==> config.mk <==
export PLATFORM = sky130hd
export DESIGN_NAME = fetch_queue
export DESIGN_NICKNAME = d
export VERILOG_FILES = /design/src/rtl/fetch_queue.sv
export SDC_FILE = /design/constraint.sdc
export NUM_CORES = 1
export LEC_CHECK = 0
export ABC_AREA = 1
export BUFFER_PORTS_ARGS = -buffer_cell sky130_fd_sc_hd__buf_2
export CAP_MARGIN = 20
export CORE_UTILIZATION = 35
export DETAILED_ROUTE_END_ITERATION = 8
export PLACE_DENSITY = 0.62
export SLEW_MARGIN = 20
export SYNTH_ARGS = -nofsm -noshare
export SYNTH_HDL_FRONTEND = slang
export SYNTH_SLANG_ARGS = --single-unit
==> constraint.sdc <==
create_clock -name clk -period 11.88 [get_ports clk]
set_clock_uncertainty 0.15 [all_clocks]
set_input_delay 1.782 -clock clk [delete_from_list [all_inputs] [get_ports clk]]
set_output_delay 1.782 -clock clk [all_outputs]
set_load 0.02 [all_outputs]
==> src/rtl/fetch_queue.sv <==
// fetch_queue -- instruction fetch stage feeding the single-cycle core.
//
// Issues word-aligned fetch requests over a req/gnt handshake, collects the
// in-order responses into a DEPTH-entry FIFO tagged with their PCs, and hands
// them to the core over a valid/ready port. A redirect flushes the queue,
// restarts fetch at redirect_pc and discards responses still in flight.
//
// Optional feature: define FETCH_BYPASS_EN to forward an accepted response
// straight to the output when the queue is empty (0-cycle response latency).
//
// Ports:
//   clk, rst                  clock, synchronous active-high reset
//   mem_req, mem_addr         fetch request / word address (= fetch_pc)
//   mem_gnt                   request accepted this cycle
//   mem_rvalid, mem_rdata     in-order instruction response
//   redirect, redirect_pc     flush and restart fetch at redirect_pc
//   out_valid, out_ready      head-of-queue handshake to the core
//   out_pc, out_instr         head entry (0 / DEADBEEF when not valid)

module fetch_queue #(
    parameter int          DEPTH    = 4,
    parameter logic [31:0] RESET_PC = 32'h00400000
) (
    input  logic        clk,
    input  logic        rst,
    output logic        mem_req,
    output logic [31:0] mem_addr,
    input  logic        mem_gnt,
    input  logic        mem_rvalid,
    input  logic [31:0] mem_rdata,
    input  logic        redirect,
    input  logic [31:0] redirect_pc,
    output logic        out_valid,
    input  logic        out_ready,
    output logic [31:0] out_pc,
    output logic [31:0] out_instr
);

    localparam int          CW      = $clog2(DEPTH + 1);
    localparam int          PW      = $clog2(DEPTH);
    localparam logic [CW:0] CREDITS = (CW + 1)'(DEPTH);

    typedef struct packed {
        logic [31:0] pc;
        logic [31:0] instr;
    } entry_t;

    entry_t          q [DEPTH];
    logic [PW-1:0]   rd_ptr, wr_ptr;
    logic [CW-1:0]   count, outstanding, drop_cnt;
    logic [31:0]     fetch_pc, resp_pc;
    logic            issue, accept, bypass, q_valid, push, pop;

    // Every queued word plus every in-flight request holds a credit, so the
    // queue can never be asked to accept more than it can hold.
    assign mem_req  = !rst && !redirect &&
                      (({1'b0, count} + {1'b0, outstanding}) < CREDITS);
    assign mem_addr = fetch_pc;
    assign issue    = mem_req && mem_gnt;

    // A response is kept only when no stale words are pending and it does
    // not land in a redirect cycle (that one is counted into drop_cnt instead).
    assign accept  = mem_rvalid && (drop_cnt == '0) && !redirect;
    assign q_valid = (count != '0);

`ifdef FETCH_BYPASS_EN
    assign bypass = accept && !q_valid;
`else
    assign bypass = 1'b0;
`endif

    assign pop  = q_valid && out_ready;
    // A bypassed word taken by the core the same cycle never enters the queue.
    assign push = accept && !(bypass && out_ready);

    always_comb begin
        out_valid = q_valid || bypass;
        out_pc    = 32'h0;
        out_instr = 32'hDEADBEEF;
        if (q_valid) begin
            out_pc    = q[rd_ptr].pc;
            out_instr = q[rd_ptr].instr;
        end else if (bypass) begin
            out_pc    = resp_pc;
            out_instr = mem_rdata;
        end
    end

    always_ff @(posedge clk) begin
        if (rst) begin
            fetch_pc    <= RESET_PC;
            resp_pc     <= RESET_PC;
            count       <= '0;
            outstanding <= '0;
            drop_cnt    <= '0;
            rd_ptr      <= '0;
            wr_ptr      <= '0;
        end else begin
            // No issue happens in a redirect cycle, so this holds for both paths.
            outstanding <= outstanding + CW'(issue) - CW'(mem_rvalid);
            if (redirect) begin
                fetch_pc <= redirect_pc;
                resp_pc  <= redirect_pc;
                count    <= '0;
                rd_ptr   <= '0;
                wr_ptr   <= '0;
                // Everything still in flight after this cycle's response is stale.
                drop_cnt <= outstanding - CW'(mem_rvalid);
            end else begin
                if (issue)
                    fetch_pc <= fetch_pc + 32'd4;
                if (mem_rvalid && (drop_cnt != '0))
                    drop_cnt <= drop_cnt - 1'b1;
                if (accept)
                    resp_pc <= resp_pc + 32'd4;
                if (push)
                    wr_ptr <= wr_ptr + 1'b1;
                if (pop)
                    rd_ptr <= rd_ptr + 1'b1;
                case ({push, pop})
                    2'b10:   count <= count + 1'b1;
                    2'b01:   count <= count - 1'b1;
                    default: count <= count;
                endcase
            end
        end
    end

    // Storage needs no reset; validity is carried by count.
    always_ff @(posedge clk) begin
        if (!rst && push)
            q[wr_ptr] <= '{pc: resp_pc, instr: mem_rdata};
    end

    always_ff @(posedge clk) begin
        if (!rst)
            assert (!(push && (count == CW'(DEPTH))));
    end

endmodule

==> metrics <==
synthesized instance count 1535; Die Wd 207 um; largest family of logic cells by synthesized area simple AND/OR/NAND/NOR gates; Clock transition at path regs 0.06 ns; Main synth FF type edfxtp_1; total global-route track usage 17.6%; worst hold path class reg -> reg; DR DRC count 0; RSZ-0062 raised after global routing no; total gr overflow 0; Worst Path Arrival 3.22 ns; Initial Utilization 35.8%; CTS tree yes; Post-DRT Antenna Nets 0; row count 74; mux cell area share after synthesis 0%; Post-Syn Area 14700 sq um; Hold Path Cell Cnt 2; Max Cap Violations 0; # port buffers 167; Layout Area Growth over Synthesis 17.1%; CTS H-tree depth 2; most common cell after layout, fill and taps aside nor2_1; worst hold path startpoint mem_addr[0]; RePlAce Congestion 0.896; initial antenna violation count 0; routed vias/inst 5.10; Synth Area in Simple Gates 19.6%; most frequent cells in the layout nor2_1, edfxtp_1, nand2_1; final-layout fill cell count 3969; Setup TNS 0 ns; # IOs 168; leading area contributor after synthesis edfxtp_1; final worst-path cycle share 43.4%; R2R Path End count[1]; compound-cell area share of the yosys netlist 10.8%; Root Buffer clkbuf_16; minimum clock period 5.15 ns; cells on worst reg2reg path 11; hold buffer count at cts 0; routed vias 11400; Num CTS Buffers 37; Fmax achieved 0.194 GHz; leak pwr 0.00647 uW; fin area 17300 sq um; syn nets 1622; largest net degree at the start of global routing 91; Clock Latency Late Sink 0.53 ns; Fin. Hold Viols 0; post-synth cell types 36; Cell Area, Placed 16100 sq um; Multi-input gate area 4830 sq um; Slew @ Worst Pin 1.01 ns; share of post-route cells with drive strength above 1 15.1%; WL final 38.2 mm; Post-Synth XOR/XNOR Area 0.594%; core box area 41200 sq um; Initial DRT Pass Iterations 5; first-pass GRT wire length 59.8 mm; P per Cell Area 152 nW/um^2; post-DP HPWL 23.7 mm; Final Power 2620 uW; number of buffers added for setup after CTS 0; Final Max Slew Viols 0; worst hold endpoint mem_addr[0]; crit-path max FO 41; vias in the first global route 10700; Final nets 1771; asr flop ratio synth 0%; PostCTS Resize Cnt 0; crit path launch type primary input; 1st-iter DRT viols 889; outcome completed; Longest Clk Path Bufs 3; sequential share of the synthesized area 62.9%; clock sink total 335; register area 9270 sq um; Worst setup EP type output port; die area 43000 sq um; WS Path Type in -> out; Req. time, crit path 9.95 ns; Synth Area in Adders 1.54%; yosys warns 0; Synth Area per Inst 9.61 sq um; Max transition margin 32.5%; final setup fails 0; worst reg-to-reg setup slack 8.63 ns; Yosys top cell area share 52.1%; average wire per standard cell 17.0 um; Die Ht 207 um; Post-synth EDFFs 256; Yosys reg bits 335; VDD IR max 77.6 uV; worst r2r src drop_cnt[0]; top cells by area, synth edfxtp_1, dfxtp_1, nor2_1
[worst max-delay path by stage]
| stage | start | to | slack, ns | cells past startpoint |
|---|---|---|---|---|
| after floorplan | redirect | q[0][0] | 6.05 | 6 |
| after global placement | rst | mem_req | 6.73 | 6 |
| after detailed placement | rst | mem_req | 6.73 | 6 |
| after CTS | rst | mem_req | 6.71 | 6 |
| after global routing | flop | out_instr[0] | 6.49 | 7 |
| final | rst | mem_req | 6.73 | 6 |
[area by class of cell]
cell class / instances / area share (%)
sequential: 335 / 53.7
multi-input combinational: 1029 / 28.0
clock buffer: 53 / 6.07
timing repair buffer: 178 / 5.32
tap: 532 / 3.86
inverter: 103 / 2.25
clock inverter: 15 / 0.768
antenna: 1 / 0.0145
[power breakdown]
| part | total, uW | switching [uW] | leakage [uW] | internal (uW) |
|---|---|---|---|---|
| Clock | 1110 | 471 | 0.000573 | 643 |
| Sequential | 1330 | 36.6 | 0.00298 | 1290 |
| Combinational | 172 | 118 | 0.00292 | 54.2 |
[synthesized netlist by cell type, types with 14 or more instances]
cell      number
inv_1        100
ha_1          15
o311ai_0      24
edfxtp_1     256
clkbuf_1      40
buf_2         14
o21ai_0      157
nor2_1       357
nand3_1       84
a21oi_1       89
nand2_1      228
dfxtp_1       79
[sequential cells by signal (all words and copies together), names as in the netlist, named ones only]
register	count
rd_ptr	2
q	256
wr_ptr	2
resp_pc	32
outstanding	3
count	3
mem_addr	32
drop_cnt	3
[per-layer routing]
| metal | vias up | share of wire [%] | GRT usage (%) |
|---|---|---|---|
| li1 | 5545 | - | - |
| met1 | 5429 | 46 | 25.2 |
| met2 | 415 | 45 | 27.8 |
| met3 | 55 | 6.8 | 2.83 |
| met4 | 0 | 1.8 | 4.58 |
| met5 | - | 0 | 0 |
[cells by family (layout without fill, tap and decap cells)]
kind of cell / Yosys count / in the layout
AND/OR/NAND/NOR: 711 / 711
flip-flops: 335 / 335
AO/OA/AOI/OAI: 291 / 291
buffers and inverters: 171 / 349
adder cells (fa/ha/maj): 17 / 17
XOR/XNOR: 10 / 10
other: 0 / 1
[metrics by stage]
stage	util [%]	instances	worst slack [ns]	hold WS (ns)
6_report	41.9	2246	6.73	0.305
5_1_grt	41.9	2245	6.49	0.340
4_1_cts	41.9	2245	6.71	0.310
3_5_place_dp	39.0	2177	6.73	0.295
3_3_place_gp	39.0	2177	6.73	0.291
2_1_floorplan	-	1535	6.05	0.286
[worst max-delay path, stage by stage]
cell and delay (ns):
buf_2 0.09, buf_4 0.26, nor2_4 0.58, nand2_2 0.13, nor2_4 0.15, buf_2 0.17
Power figures use the tool's default switching activity.
